**config.mk**
```make
export PLATFORM = sky130hd
export DESIGN_NAME = peri_uart
export DESIGN_NICKNAME = d
export VERILOG_FILES = /design/src/rtl/peri_uart.sv
export SDC_FILE = /design/constraint.sdc
export NUM_CORES = 1
export LEC_CHECK = 0
export ABC_CLOCK_PERIOD_IN_PS = 5100
export CORE_UTILIZATION = 40
export CTS_CLUSTER_SIZE = 10
export DETAILED_ROUTE_END_ITERATION = 10
export PLACE_DENSITY = 0.61
export REMOVE_ABC_BUFFERS = 1
export SETUP_SLACK_MARGIN = 0.2
export SYNTH_ARGS = -nofsm -noshare
export SYNTH_HDL_FRONTEND = slang
export SYNTH_SLANG_ARGS = --single-unit
export TNS_END_PERCENT = 5
```
**constraint.sdc**
```tcl
create_clock -name clk -period 5.1 [get_ports clk]
set_input_delay 0.51 -clock clk [delete_from_list [all_inputs] [get_ports clk]]
set_output_delay 0.51 -clock clk [all_outputs]
set_load 0.05 [all_outputs]
```
**src/rtl/peri_uart.sv**
```systemverilog
`default_nettype none
// ============================================================================
// Module      : peri_uart (with helper peri_uart_fifo)
// Description : 8N1 UART peripheral on the core's peripheral bus: TX/RX FIFOs,
//               programmable baud divisor, sticky error flags, level interrupt.
// Revision    : 1.0  initial release
// ============================================================================

module peri_uart_fifo #(
    parameter int AW = 3
) (
    input  logic       clk,
    input  logic       rst,
    input  logic       i_push,
    input  logic [7:0] i_data,
    input  logic       i_pop,
    output logic [7:0] o_head,
    output logic       o_empty,
    output logic       o_full
);
    localparam logic [AW:0] c_depth = {1'b1, {AW{1'b0}}};

    logic [7:0]    r_mem [0:(1<<AW)-1];
    logic [AW-1:0] r_wptr;
    logic [AW-1:0] r_rptr;
    logic [AW:0]   r_count;
    logic          w_push_ok;
    logic          w_pop_ok;

    assign o_empty   = (r_count == '0);
    assign o_full    = (r_count == c_depth);
    assign o_head    = r_mem[r_rptr];
    // A full FIFO still accepts a push when an entry leaves in the same cycle.
    assign w_push_ok = i_push & (~o_full | i_pop);
    assign w_pop_ok  = i_pop & ~o_empty;

    always_ff @(posedge clk) begin
        if (rst) begin
            r_wptr  <= '0;
            r_rptr  <= '0;
            r_count <= '0;
        end else begin
            if (w_push_ok) r_wptr <= r_wptr + 1'b1;
            if (w_pop_ok)  r_rptr <= r_rptr + 1'b1;
            r_count <= r_count + {{AW{1'b0}}, w_push_ok} - {{AW{1'b0}}, w_pop_ok};
        end
    end

    always_ff @(posedge clk) begin
        if (w_push_ok) r_mem[r_wptr] <= i_data;
    end
endmodule

module peri_uart #(
    parameter int          FIFO_AW   = 3,
    parameter logic [15:0] DIV_RESET = 16'd434,
    parameter logic [11:0] BASE      = 12'h000
) (
    input  logic        clk,
    input  logic        cpurst,
    input  logic        peri_w,
    input  logic        peri_r,
    input  logic [31:0] peri_addr,
    input  logic [31:0] peri_wdat,
    output logic [31:0] peri_rdat,
    output logic        peri_ack,
    input  logic        uart_rx,
    output logic        uart_tx,
    output logic        uart_int
);
    typedef enum logic [1:0] {
        ST_IDLE  = 2'd0,
        ST_START = 2'd1,
        ST_DATA  = 2'd2,
        ST_STOP  = 2'd3
    } uart_state_t;

    localparam logic [15:0] c_div_min = 16'd15;

    // Bus interface
    logic        w_hit, w_wr_acc, w_rd_acc;
    logic [2:0]  w_idx;
    logic [31:0] w_rdat_mux;
    logic        r_ack_q, r_rx_can_pop;
    logic [31:0] r_rdat;
    // Control / status
    logic [15:0] r_div;
    logic [1:0]  r_ie;
    logic        r_overrun, r_frame_err, r_int;
    // FIFOs
    logic        w_tx_push, w_tx_pop, w_tx_empty, w_tx_full;
    logic [7:0]  w_tx_head;
    logic        w_rx_push, w_rx_pop, w_rx_empty, w_rx_full;
    logic [7:0]  w_rx_head;
    logic        w_tx_idle;
    // TX engine
    uart_state_t r_tx_state, w_tx_state_n;
    logic [15:0] r_tx_cnt, w_tx_cnt_n, r_tx_div, w_tx_div_n;
    logic [2:0]  r_tx_bit, w_tx_bit_n;
    logic [7:0]  r_tx_sh, w_tx_sh_n;
    logic        r_uart_tx, w_tx_out_n, w_tx_last, w_tx_load;
    // RX engine
    uart_state_t r_rx_state, w_rx_state_n;
    logic [15:0] r_rx_cnt, w_rx_cnt_n, r_rx_div, w_rx_div_n, w_rx_half;
    logic [16:0] w_rx_sum;
    logic [2:0]  r_rx_bit, w_rx_bit_n;
    logic [7:0]  r_rx_sh, w_rx_sh_n;
    logic        r_rx_s1, r_rx_s2, r_rx_prev;
    logic        w_set_ovr, w_set_ferr;
    logic        w_unused;

    assign w_unused = &{1'b0, peri_addr[31:24], peri_addr[11:5], peri_addr[1:0],
                        peri_wdat[31:16], w_rx_sum[0]};

    assign w_hit    = (peri_w | peri_r) & (peri_addr[23:12] == BASE);
    assign w_idx    = peri_addr[4:2];
    // Side effects belong to the edge that closes the ack cycle.
    assign w_wr_acc = r_ack_q & peri_w & w_hit;
    assign w_rd_acc = r_ack_q & peri_r & w_hit;

    assign w_tx_push = w_wr_acc & (w_idx == 3'd0);
    assign w_rx_pop  = w_rd_acc & (w_idx == 3'd1) & r_rx_can_pop;
    assign w_tx_idle = w_tx_empty & (r_tx_state == ST_IDLE);

    assign peri_ack  = r_ack_q;
    assign peri_rdat = r_rdat;
    assign uart_tx   = r_uart_tx;
    assign uart_int  = r_int;

    always_comb begin
        w_rdat_mux = '0;
        case (w_idx)
            3'd0: w_rdat_mux = {w_tx_full, 31'b0};
            3'd1: w_rdat_mux = {w_rx_empty, 23'b0, w_rx_head};
            3'd2: w_rdat_mux = {26'b0, r_frame_err, r_overrun, w_rx_full,
                                w_rx_empty, w_tx_full, w_tx_idle};
            3'd3: w_rdat_mux = {16'b0, r_div};
            3'd4: w_rdat_mux = {30'b0, r_ie};
            default: w_rdat_mux = '0;
        endcase
    end

    always_ff @(posedge clk) begin
        if (cpurst) begin
            r_ack_q      <= 1'b0;
            r_rdat       <= '0;
            r_rx_can_pop <= 1'b0;
            r_div        <= DIV_RESET;
            r_ie         <= 2'b00;
            r_overrun    <= 1'b0;
            r_frame_err  <= 1'b0;
            r_int        <= 1'b0;
        end else begin
            r_ack_q      <= ~r_ack_q & w_hit;
            r_rdat       <= (~r_ack_q & w_hit) ? w_rdat_mux : '0;
            // The pop decision follows the emptiness reported in the returned data.
            r_rx_can_pop <= ~r_ack_q & w_hit & ~w_rx_empty;
            if (w_wr_acc && w_idx == 3'd3)
                r_div <= (peri_wdat[15:0] < c_div_min) ? c_div_min : peri_wdat[15:0];
            if (w_wr_acc && w_idx == 3'd4)
                r_ie <= peri_wdat[1:0];
            if (w_set_ovr)
                r_overrun <= 1'b1;
            else if (w_wr_acc && w_idx == 3'd2 && peri_wdat[4])
                r_overrun <= 1'b0;
            if (w_set_ferr)
                r_frame_err <= 1'b1;
            else if (w_wr_acc && w_idx == 3'd2 && peri_wdat[5])
                r_frame_err <= 1'b0;
            r_int <= (r_ie[0] & w_tx_idle) | (r_ie[1] & ~w_rx_empty);
        end
    end

    peri_uart_fifo #(.AW(FIFO_AW)) u_tx_fifo (
        .clk(clk), .rst(cpurst), .i_push(w_tx_push), .i_data(peri_wdat[7:0]),
        .i_pop(w_tx_pop), .o_head(w_tx_head), .o_empty(w_tx_empty), .o_full(w_tx_full)
    );

    peri_uart_fifo #(.AW(FIFO_AW)) u_rx_fifo (
        .clk(clk), .rst(cpurst), .i_push(w_rx_push), .i_data(r_rx_sh),
        .i_pop(w_rx_pop), .o_head(w_rx_head), .o_empty(w_rx_empty), .o_full(w_rx_full)
    );

    // ---------------- TX ----------------
    assign w_tx_last = (r_tx_cnt == r_tx_div);

    always_comb begin
        w_tx_state_n = r_tx_state;
        w_tx_cnt_n   = r_tx_cnt + 16'd1;
        w_tx_bit_n   = r_tx_bit;
        w_tx_sh_n    = r_tx_sh;
        w_tx_div_n   = r_tx_div;
        w_tx_pop     = 1'b0;
        w_tx_load    = 1'b0;
        w_tx_out_n   = 1'b1;
        case (r_tx_state)
            ST_IDLE: begin
                w_tx_cnt_n = '0;
                w_tx_load  = ~w_tx_empty;
            end
            ST_START: if (w_tx_last) begin
                w_tx_cnt_n   = '0;
                w_tx_bit_n   = 3'd0;
                w_tx_state_n = ST_DATA;
            end
            ST_DATA: if (w_tx_last) begin
                w_tx_cnt_n = '0;
                w_tx_sh_n  = {1'b0, r_tx_sh[7:1]};
                if (r_tx_bit == 3'd7) w_tx_state_n = ST_STOP;
                else                  w_tx_bit_n   = r_tx_bit + 3'd1;
            end
            ST_STOP: if (w_tx_last) begin
                w_tx_cnt_n   = '0;
                w_tx_state_n = ST_IDLE;
                w_tx_load    = ~w_tx_empty;
            end
            default: w_tx_state_n = ST_IDLE;
        endcase
        // Loading a byte also latches the divisor for the whole frame.
        if (w_tx_load) begin
            w_tx_pop     = 1'b1;
            w_tx_sh_n    = w_tx_head;
            w_tx_div_n   = r_div;
            w_tx_state_n = ST_START;
        end
        case (w_tx_state_n)
            ST_START: w_tx_out_n = 1'b0;
            ST_DATA:  w_tx_out_n = w_tx_sh_n[0];
            default:  w_tx_out_n = 1'b1;
        endcase
    end

    always_ff @(posedge clk) begin
        if (cpurst) begin
            r_tx_state <= ST_IDLE;
            r_tx_cnt   <= '0;
            r_tx_bit   <= '0;
            r_tx_sh    <= '0;
            r_tx_div   <= DIV_RESET;
            r_uart_tx  <= 1'b1;
        end else begin
            r_tx_state <= w_tx_state_n;
            r_tx_cnt   <= w_tx_cnt_n;
            r_tx_bit   <= w_tx_bit_n;
            r_tx_sh    <= w_tx_sh_n;
            r_tx_div   <= w_tx_div_n;
            r_uart_tx  <= w_tx_out_n;
        end
    end

    // ---------------- RX ----------------
    assign w_rx_sum  = {1'b0, r_rx_div} + 17'd1;
    assign w_rx_half = w_rx_sum[16:1];

    always_comb begin
        w_rx_state_n = r_rx_state;
        w_rx_cnt_n   = r_rx_cnt + 16'd1;
        w_rx_bit_n   = r_rx_bit;
        w_rx_sh_n    = r_rx_sh;
        w_rx_div_n   = r_rx_div;
        w_rx_push    = 1'b0;
        w_set_ovr    = 1'b0;
        w_set_ferr   = 1'b0;
        case (r_rx_state)
            ST_IDLE: begin
                w_rx_cnt_n = '0;
                if (r_rx_prev && !r_rx_s2) begin
                    w_rx_cnt_n   = 16'd1;
                    w_rx_div_n   = r_div;
                    w_rx_state_n = ST_START;
                end
            end
            ST_START: if (r_rx_cnt == w_rx_half) begin
                w_rx_cnt_n   = '0;
                w_rx_bit_n   = 3'd0;
                // A high line at mid start bit is treated as a glitch.
                w_rx_state_n = r_rx_s2 ? ST_IDLE : ST_DATA;
            end
            ST_DATA: if (r_rx_cnt == r_rx_div) begin
                w_rx_cnt_n = '0;
                w_rx_sh_n  = {r_rx_s2, r_rx_sh[7:1]};
                if (r_rx_bit == 3'd7) w_rx_state_n = ST_STOP;
                else                  w_rx_bit_n   = r_rx_bit + 3'd1;
            end
            ST_STOP: if (r_rx_cnt == r_rx_div) begin
                w_rx_cnt_n   = '0;
                w_rx_state_n = ST_IDLE;
                if (!r_rx_s2)                  w_set_ferr = 1'b1;
                else if (w_rx_full && !w_rx_pop) w_set_ovr = 1'b1;
                else                           w_rx_push  = 1'b1;
            end
            default: w_rx_state_n = ST_IDLE;
        endcase
    end

    always_ff @(posedge clk) begin
        if (cpurst) begin
            r_rx_s1    <= 1'b1;
            r_rx_s2    <= 1'b1;
            r_rx_prev  <= 1'b1;
            r_rx_state <= ST_IDLE;
            r_rx_cnt   <= '0;
            r_rx_bit   <= '0;
            r_rx_sh    <= '0;
            r_rx_div   <= DIV_RESET;
        end else begin
            r_rx_s1    <= uart_rx;
            r_rx_s2    <= r_rx_s1;
            r_rx_prev  <= r_rx_s2;
            r_rx_state <= w_rx_state_n;
            r_rx_cnt   <= w_rx_cnt_n;
            r_rx_bit   <= w_rx_bit_n;
            r_rx_sh    <= w_rx_sh_n;
            r_rx_div   <= w_rx_div_n;
        end
    end
endmodule
`default_nettype wire

```
# After elaboration in Yosys (flattened, before gate mapping)
# Memory sizes are Yosys's and may differ from the RTL's. A register that Yosys moved wholly into a read port is not among the register bits.
# Index checks and enable logic that the tools add are counted.
[totals]
in_bits = 69
memories = 2
output_inout_bits = 35
reg_bits = 169
mem_bits_rw = 128
word_cells = 189
[memory_table]
columns = ["memory", "depth", "width", "read_ports", "rd_ports_with_merged_regs", "write_ports", "line", "text"]
rows = [
  ["u_rx_fifo.r_mem", 8, 8, 1, 1, 1, "23", "logic [7:0] r_mem [0:(1<<AW)-1];"],
  ["u_tx_fifo.r_mem", 8, 8, 1, 1, 1, "23", ""],
]
[op_classes]
bitwise = 27
add_sub_neg = 13
eq_ne = 28
n_mux = 59
reduce_logical = 30
magnitude_cmp = 1
[op_table]
columns = ["cell", "count"]
rows = [
  ["$pmux W32 S5", 1],
  ["$mux W16", 4],
  ["$eq A16 B16 Y1", 3],
  ["$pmux W16 S3", 1],
  ["$add A16 B1 Y16 const B", 2],
  ["$pmux W16 S2", 1],
  ["$mux W3", 10],
  ["$mux W8", 3],
  ["$mux W1", 22],
  ["$mux W2", 11],
  ["$add A3 B1 Y3 const B", 6],
  ["$ne A2 B2 Y1 const B", 9],
  ["$add A16 B1 Y17 const B", 1],
  ["$and A1 B1 Y1", 17],
  ["$lt A16 B4 Y1 const B", 1],
  ["$logic_not A12 Y1", 1],
  ["$pmux W3 S2", 2],
  ["$reduce_bool A2 Y1", 6],
  ["$eq A2 B2 Y1 const B", 5],
  ["$eq A3 B3 Y1 const B", 3],
  ["$add A4 B1 Y4", 2],
  ["$eq A4 B4 Y1 const B", 2],
  ["$logic_not A4 Y1", 2],
  ["$pmux W2 S4", 1],
  ["17 further kinds", 42],
]

# Longest topological paths before layout
[logic_depth]
ltp_word = 14
depth_mapped = 15
ltp_nobuf = 13

# By module
# Synthesis repeated with hierarchy kept, for this count alone.
[unflattened]
cells_unflattened = 1124
hier_area_um2 = 12884.9
[modules_own_cells]
columns = ["mod", "instances", "seq_area_each_um2", "cells_per_inst", "area_per_inst_um2"]
rows = [
  ["peri_uart", 1, 2682.6, 780, 6531.3],
  ["peri_uart_fifo", 2, 2182.1, 172, 3176.8],
]

# Least setup slack after synthesis
# OpenSTA, ideal clock, no wires.
[synth_timing]
kind = "input-to-reg"
startpoint = "input peri_addr[3]"
endpoint = "memory u_rx_fifo.r_mem[0][0] (enable)"
path_stages = 9
setup_slack_ps = 1928
t_required_ps = 4715
arrival_time_ps = 2787
setup_time_ps = 385
n_path_buf = 3
path_cell_list = "clkbuf_1 > or3b_1 > buf_2 > nor3_1 > or2_2 > and4_1 > buf_4 > and2b_1 > nor3b_1"
[synth_between]
elab_chain_cells = 12
elab_cells_between_ends = 13
cone_classes = "eq/ne (1); mux (6); bitwise (4); reduce/logical (2)"
[synth_lines]
columns = ["item", "line", "text"]
rows = [
  ["start, declared", "63", "input logic [31:0] peri_addr,"],
  ["$eq A3 B1 Y1 (*)", "122", "assign w_rx_pop = w_rd_acc & (w_idx == 3'd1) & r_rx_can_pop;"],
  ["$and A1 B1 Y1 (*) (2 in a row)", "122", ""],
  ["$logic_not A1 Y1", "289", "else if (w_rx_full && !w_rx_pop) w_set_ovr = 1'b1;"],
  ["$logic_and A1 B1 Y1", "289", ""],
  ["$mux W1", "289", ""],
  ["$mux W1", "288", "if (!r_rx_s2) w_set_ferr = 1'b1;"],
  ["$mux W1", "285", "ST_STOP: if (r_rx_cnt == r_rx_div) begin"],
  ["$mux W1", "264", "case (r_rx_state)"],
  ["$and A1 B1 Y1 (*)", "34", "assign w_push_ok = i_push & (~o_full | i_pop);"],
  ["named net u_rx_fifo.w_push_ok", "27", "logic w_push_ok;"],
  ["$mux W1 (*)", "50", "if (w_push_ok) r_mem[r_wptr] <= i_data;"],
  ["$mux W1 (implied by the code) (*)", "50", ""],
  ["end, declared", "23", ""],
]
# Mark *: on every way through the listed nets, which the timed path passes. The rest lies on a longest branch.

# Final worst setup path
[layout_timing]
startpoint = "register r_tx_cnt[11]"
endpoint = "memory u_tx_fifo.r_mem[5][6] (enable)"
[layout_between]
elab_chain_cells = 8
[layout_lines]
columns = ["item", "line", "text"]
rows = [
  ["start, declared", "98", "logic [15:0] r_tx_cnt, w_tx_cnt_n, r_tx_div, w_tx_div_n;"],
  ["start signal, assigned", "243", "r_tx_cnt <= w_tx_cnt_n;"],
  ["$eq A16 B16 Y1", "185", "assign w_tx_last = (r_tx_cnt == r_tx_div);"],
  ["$mux W1", "212", "ST_STOP: if (w_tx_last) begin"],
  ["$pmux W1 S2", "196", "case (r_tx_state)"],
  ["$mux W1", "220", "if (w_tx_load) begin"],
  ["$or A1 B1 Y1", "34", ""],
  ["$and A1 B1 Y1", "34", ""],
  ["$mux W1", "50", ""],
  ["$mux W1 (implied by the code)", "50", ""],
  ["end, declared", "23", ""],
]
# No other way between the ends.

==> flow_summary.yaml <==
sta:
  min_period_ps: 3450
  setup_tns_ps: 0
  hold_violations: 0
  finalMaxSlewViolations: 0
  clock.fmax_mhz: 289
  worst_pin_slew_ps: 1110
  relSlewSlack_pct: 25.6
  period_share_pct: 67.7
  rsz0062_at_grt: "false"
  skew_ps: 19.8
  setup_viol: 0
place:
  dpl.cell_count: 1510
  hpwl_um: 17700
  port_buffers: 55
  placed_cell_area_mm2: 0.0133
  gp_congestion: 0.780
layout:
  fin_cells: 1568
  design_area_mm2: 0.0143
  syn2layout_area_growth_pct: 14.9
  multiInputGateArea_mm2: 0.00499
  fin_nets: 1250
  seq_area_mm2: 0.00705
  final_util_pct: 46.7
  fillers: 2776
  drive_above_1_share_pct: 9.65
critical_path:
  critPathArrivalTime_ps: 3590
  endpoint_kind: "register"
  path_max_fanout: 35
  cp_data_required_time_ps: 5230
  cp-start-kind: "register"
  critical_path_class: "reg2reg"
floorplan:
  fp-row-count: 64
  initial_core_util_pct: 40.7
  dieArea_mm2: 0.0319
  die_h_um: 179
  ios: 104
  die_w_um: 179
  coreArea_mm2: 0.0307
synth:
  synth.distinct_cells: 69
  yosysSeqAreaShare_pct: 56.5
  synthTopCellsByArea: "edfxtp_1, dfxtp_1, mux4_2"
  synthMostInstantiatedCell: "dfxtp_1"
  yosysWarnings: 0
  synth-async-reset-ratio_pct: 0
  synth_flop_cell: "dfxtp_1"
  synthCells: 1103
  synth_edf_count: 128
  syn_area_mm2: 0.0125
  syn_avg_cell_area_um2: 11.3
  synth_top_cell_by_area: "edfxtp_1"
  synth_common_cells: "dfxtp_1, nand2_1, edfxtp_1, nor2_1, xnor2_1"
  yosys.area.top_type_share_pct: 30.8
  ys_ff_latch: 288
detailed_routing:
  drt-initial-drc-count: 492
  vias: 7959
  vias_per_cell: 5.08
  wl_per_cell_um: 16.6
  postRouteWirelength_um: 26000
  antenna_left: 0
  firstDrtPassIters: 5
  route.detailed.drc: 0
power_and_ir_drop:
  leakage_nw: 4.89
  ir_worst_vdd_v: 0.000262
  finalPower_w: 0.00547
  powerDensity_mw_per_mm2: 382
clock_tree:
  clk_pin_slew_ps: 50
  clk_latency_ps: 510
  numCtsBuffers: 35
  h-tree-depth: 2
  cts_resized: 0
  cts-root-buf: "clkbuf_16"
  post_cts_buffers: 0
  cts_tree: "yes"
  cts_hold_buffers: 0
  clock_sinks: 288
  clockBufferDepth: 3
global_routing:
  grt-busiest-layer: "met2"
  antenna_found_initial: 1
  grt_max_degree: 60
  grt_use_met1_pct: 22.5
  grt_overflow_total: 0
  grtUsageTotal_pct: 17.0
  grt_pass1_wl_um: 42100
  use_met2_pct: 28.9
  grt_pass1_vias: 7878
  grt_util_met3_pct: 2.69
min_path:
  min_path_type: "reg2reg"
outcome:
  run_status: "completed"
flow_run:
  maxCapViolCount: 0
## where the power goes
| part | switching, W | leakage (nW) | internal, W | total, W |
|---|---|---|---|---|
| Sequential | 0.0000732 | 2.46 | 0.00248 | 0.00256 |
| Combinational | 0.000432 | 1.95 | 0.000304 | 0.000736 |
| Clock | 0.000894 | 0.475 | 0.00129 | 0.00218 |
| Total | 0.00140 | 4.89 | 0.00408 | 0.00547 |
## state kept, by name, indices dropped and copies added, names as in the netlist, 4 cells and up, named ones only
| register | flops |
|---|---|
| peri_rdat | 17 |
| r_div | 16 |
| r_rx_cnt | 16 |
| r_rx_div | 16 |
| r_rx_sh | 8 |
| r_tx_cnt | 16 |
| r_tx_div | 16 |
| r_tx_sh | 8 |
| u_rx_fifo.r_count | 4 |
| u_rx_fifo.r_mem | 64 |
| u_tx_fifo.r_count | 4 |
| u_tx_fifo.r_mem | 64 |
## cells in the final DEF, fill, tap and decap left out, types with 25 or more instances in the layout
| cell | synthesis | final |
|---|---|---|
| dfxtp_1 | 160 | 160 |
| nand2_1 | 137 | 137 |
| edfxtp_1 | 128 | 128 |
| nor2_1 | 103 | 103 |
| xnor2_1 | 70 | 70 |
| clkdlybuf4s50_1 | 0 | 54 |
| a21oi_1 | 48 | 48 |
| nand3_1 | 44 | 44 |
| clkbuf_16 | 0 | 35 |
| inv_1 | 34 | 34 |
| mux4_2 | 32 | 32 |
| mux2i_1 | 30 | 30 |
| ha_1 | 28 | 28 |
| xor2_1 | 25 | 25 |
## metrics by stage
stage / setup slack [ps] / hold WS (ps)
3_3_place_gp: 1280 / 397
6_report: 1650 / 412
5_1_grt: 1340 / 431
2_1_floorplan: 1440 / 389
4_1_cts: 1580 / 408
3_5_place_dp: 1260 / 399
## cell type report
cell class	count	area share, %
tap	396	3.46
antenna	1	0.0175
clock buffer	52	6.63
inverter	35	0.917
sequential	288	49.2
multi-input combinational	719	34.8
timing repair buffer	72	4.71
clock inverter	5	0.306
## final timing paths
check	start	endpoint	slack, ps	cells after the start
worst max-delay path	r_tx_cnt[11]	u_tx_fifo.r_mem[5][6]	1650	10
worst min register to register	r_rx_s1	r_rx_s2	410	1
worst max register to register	r_tx_cnt[11]	u_tx_fifo.r_mem[5][6]	1650	10
worst min-delay path	r_rx_s1	r_rx_s2	410	1
## logic make-up (layout without fill, tap and decap cells)
logic type,count (synthesis),in the layout,share of synthesized area [%]
and+or+nand+nor,410,410,15.5
DFF,288,288,56.5
buffers and inverters,110,164,4.00
AOI/OAI and AO/OA,106,106,5.88
xor gates and xnor gates,95,95,6.67
muxes,63,63,8.27
adders and majority gates,30,30,3.13
other,1,16,0.0301
## worst max-delay path, stage by stage, from the launching register on
cell	delay, ps
dfxtp_1	400
xnor2_1	150
nand4_1	150
nor4_2	280
buf_4	190
a21oi_1	130
nand2b_1	170
buf_4	270
inv_2	380
o211ai_1	230
nor2_1	710
## layer usage
layer  wire length (um)  up-vias
met1              12200     3875
met3                818       29
li1                   -     3951
met2              12700      104
met4                367        0
met5                  0        -
(Power assumes the default switching activity.)
==> variant 1, RTL diff (config.mk and constraints unchanged) <==
Encoding of `uart_state_t`: now one-hot (4 bits for 4 states).
--- a/src/rtl/peri_uart.sv
+++ b/src/rtl/peri_uart.sv
@@ -68,11 +68,11 @@
     output logic        uart_tx,
     output logic        uart_int
 );
-    typedef enum logic [1:0] {
-        ST_IDLE  = 2'd0,
-        ST_START = 2'd1,
-        ST_DATA  = 2'd2,
-        ST_STOP  = 2'd3
+    typedef enum logic [3:0] {
+        ST_IDLE  = 4'b0001,
+        ST_START = 4'b0010,
+        ST_DATA  = 4'b0100,
+        ST_STOP  = 4'b1000
     } uart_state_t;
 
     localparam logic [15:0] c_div_min = 16'd15;
Check against the original RTL: no difference found for any inputs over 4 cycles, from zero or initial values and one cycle with cpurst high; so few cycles prove little.
==> variant 1 against the original RTL <==
Total power rose by 5.9%. Cell area grew 2.9%. Sequential cell count is 4 higher. Hold slack better by 0.014 ns. Utilization is essentially flat. Setup slack got worse by 0.21 ns. Wire length increased by 7.3%. Area after synthesis increased by 2.7%. Sequential share of layout area decreased by 0.85 points. Fmax is 5.9% lower.
==> variant 1: results (changes against the original RTL) <==
* Status: complete, no violations
* VDD IR max at 0.201 mV (-23%)
* Fraction of layout cells with a size suffix above 1 at 9.88% (+0.23 points)
* Worst setup margin at 1.43 ns (-0.215 ns)
* Vias per inst at 5.27 (+3.8%)
* Largest stage delay on the critical path at 0.78 ns (+0.07 ns)
* Synth cell types at 74 (+7.2%)
* Max-slew headroom at the worst pin at 24.4% (-1.2 points)
* Wire length on met3 at 1.08 mm (+32%)
* Final wirelength at 27.9 mm (+7.3%)
* R2r worst-path depth at 7 (-3)
* M2 GR Usage at 28.7% (-0.15 points)
* Drt initial violations at 751 (+53%)
* DR WL met2 at 13.0 mm (+2.7%)
* Grt met1 use at 24.2% (+1.7 points)
* Vias in the first global route at 8521 (+8.2%)
* Top sig layer: met4
* Area after DPL at 13700 um^2 (+2.5%)
* CTS Buf Count at 36 (+2.9%)
* Wire length per cell at 17.3 um (+4.0%)
* Startpoint of the worst hold path: r_rx_s1
* Critical Path AT at 3.79 ns (+0.20 ns)
* LEAKAGE at 5.12 nW (+4.6%)
* Reg2reg end: u_rx_fifo.r_mem[3][1]
* Crit. Startpoint: r_rx_div[4]
* Seq/Total Area, Yosys at 55.6% (-0.87 points)
* DP HPWL at 18.9 mm (+6.7%)
* Placed cells at 1557 (+3.1%)
* Largest net degree at the start of global routing at 58 (-3.3%)
* Area contributors post-synth: edfxtp_1 (30%), dfxtp_1 (26%), mux4_2 (5.6%), nand2_1 (4.0%), xnor2_1 (3.1%)
* GRT met3 Usage at 2.80% (+0.12 points)
* Commonest cells post-synth: dfxtp_1 (164), nand2_1 (135), edfxtp_1 (128)
* Nets at 1287 (+3.0%)
* Worst-path fanout max at 11 (-69%)
variant 1: power breakdown:
| group | leakage, nW | switching [mW] | internal [mW] |
|---|---|---|---|
| sequential | 2.50 | 0.0988 | 2.53 |
| clock | 0.523 | 0.917 | 1.42 |
| combinational | 2.10 | 0.500 | 0.322 |
| total | 5.12 | 1.52 | 4.28 |
variant 1: cells by family (layout without fill, tap and decap cells):
group	after synthesis	in the layout	share of synthesized area [%]
DFF	292	292	55.6
buffers and inverters	107	158	3.84
xor gates and xnor gates	88	88	6.02
muxes	63	63	8.09
adders and majority gates	25	25	2.56
and+or+nand+nor	427	427	16.5
AOI/OAI and AO/OA	146	146	7.30
other	1	16	0.0293
variant 1: final cells by class:
type                    instances  area [um^2]
well taps                     402          503
multi-input cells             764         5270
clock buffers                  54         1020
repair buffers                 72          676
diodes                          1         2.50
fillers                      2902        16800
clock inverters                 5         56.3
flip-flops and latches        292         7130
inverters                      27          101
==> variant 2, RTL diff (config.mk and constraints unchanged) <==
Made on the original files. Set the parameter `FIFO_AW` to 4 (it was 3).
--- a/src/rtl/peri_uart.sv
+++ b/src/rtl/peri_uart.sv
@@ -52,7 +52,7 @@
 endmodule
 
 module peri_uart #(
-    parameter int          FIFO_AW   = 3,
+    parameter int          FIFO_AW   = 4,
     parameter logic [15:0] DIV_RESET = 16'd434,
     parameter logic [11:0] BASE      = 12'h000
 ) (
Function: same outputs for any inputs over 4 cycles, from zero or initial values and one cycle with cpurst high; that may be too few to reach the edited logic, so the function may still have changed.
==> variant 2 against the original RTL <==
Clock power up 45%. Cell area up 42%. Setup slack worse by 0.32 ns. Fmax down 8.5%. Area after synthesis up 43%. Wire length up 42%. Total power up 45%. Global-route usage up 0.11 points. Sequential cell count up 136. Critical path type unchanged.
==> variant 2: results (changes against the original RTL) <==
* DP HPWL at 25.1 mm (+41%)
* Fraction of registers with async set/reset at 0% (unchanged)
* Design Power at 7.95 mW (+45%)
* Commonest cells post-synth: edfxtp_1 (256), dfxtp_1 (168), nor2_1 (127)
* Synth cell types at 68 (-1.4%)
* R2r worst-path depth at 14 (+4)
* Hold WS at 0.412 ns (-0.000148 ns)
* Worst-path fanout max at 24 (-31%)
* Post-route clock period utilization at 74.0% (+6.3 points)
* R2r setup slk at 1.32 ns (-0.32 ns)
* Worst hold endpoint: r_rx_s2
* Total of fill cells in the finished design at 3830 (+38%)
* LEAKAGE at 6.82 nW (+39%)
* Max Slew Vio Count at 0 (unchanged)
* Critical path capture point: u_tx_fifo.r_count[4]
* Status: complete, no violations
* Post-place setup slack at 0.950 ns (-0.308 ns)
* VDD IR max at 0.299 mV (+14%)
* Most used DFF post-synth: edfxtp_1
* Seq/Total Area, Yosys at 62.1% (+5.6 points)
* Worst Tran Pin Value at 1.09 ns (-0.0185 ns)
* Clock skew at 0.0343 ns (+0.0145 ns)
* GR Util All Layers at 17.1% (+0.11 points)
* Drt initial violations at 676 (+37%)
* Reg2reg end: u_tx_fifo.r_count[4]
* Clock net power at 3.17 mW (+45%)
* Critical Path AT at 4.30 ns (+0.71 ns)
* Comb group at 0.984 mW (+34%)
* Post-synth EDFFs at 256 (+100%)
* CP Launch Type: flop
* Worst-Skew Late Latency at 0.61 ns (+0.10 ns)
* Nets at 1485 (+19%)
* # diodes at 0 (-1)
* Area Overhead vs Synth at 14.2%
* First-pass GRT wire length at 58.6 mm (+39%)
* CTS Buf Count at 49 (+40%)
* P_int at 5.96 mW (+46%)
* Vias at 10300 (+30%)
* Post-Syn Instances at 1321 (+20%)
* PortBufs at 55 (unchanged)
* Routability cong. at 0.801 (+2.7%)
* Fraction of layout cells with a size suffix above 1 at 13.2% (+3.6 points)
* Root Buffer: clkbuf_16
* Placed cells at 1914 (+27%)
* Yosys warning total at 0 (unchanged)
* RR Startpoint: r_tx_cnt[2]
* Final wirelength at 37.0 mm (+42%)
* Area contributors post-synth: edfxtp_1 (43%), dfxtp_1 (19%), mux4_2 (10%), nor2_1 (2.7%), nand2_1 (2.5%)
* Vias per inst at 5.17 (+1.8%)
* Initial antenna violation count at 0 (-1)
* First drt pass iteration count at 5 (unchanged)
* Largest net degree at the start of global routing at 61 (+1.7%)
## variant 2: worst max-delay path, cell delays in order (launching register included)
cell and delay (ns):
dfxtp_1 0.43, xnor2_1 0.18, nand4_1 0.18, nor4_4 0.45, a21oi_1 0.17, or3_1 0.36
inv_2 0.35, ha_1 0.21, inv_1 0.04, ha_1 0.22, fa_1 0.40, a21oi_1 0.17
nor2_1 0.07, or3_1 0.34, a21oi_1 0.14
## variant 2: kinds of logic (layout without fill, tap and decap cells)
group	after synthesis	after routing	share of synthesized area (%)
and+or+nand+nor	425	425	11.4
DFF	424	424	62.1
muxes	119	119	12.3
buffers and inverters	117	195	3.16
AOI/OAI and AO/OA	107	107	3.87
xor gates and xnor gates	92	92	4.53
adders and majority gates	36	36	2.61
other	1	15	0.0211
## variant 2: metrics by stage
| stage | utilization (%) | area, um^2 |
|---|---|---|
| after floorplan | - | 17400 |
| final | 46.8 | 20300 |
| after CTS | 46.8 | 20300 |
| after global routing | 46.8 | 20300 |
| after global placement | 43.5 | 18900 |
| after detailed placement | 43.5 | 18900 |
## variant 2: layout make-up
cell class / instances / area, um^2 / share of cell area (%)
Clock buffer: 79 / 1360 / 6.68
Tap cell: 585 / 732 / 3.60
Inverter: 32 / 120 / 0.591
Timing Repair Buffer: 79 / 728 / 3.58
Clock inverter: 5 / 92.6 / 0.455
Multi-Input combinational cell: 794 / 6250 / 30.7
Sequential cell: 424 / 11100 / 54.4
## variant 2: per-layer routing
metal	wire (um)	global-route usage [%]	vias to the layer above	part of all wire (%)
met5	0	0	-	0
met4	873	5.71	0	2.4
met3	1660	3.22	53	4.5
met2	18100	28.3	196	49
met1	16400	22.4	5144	44
li1	-	-	4932	-
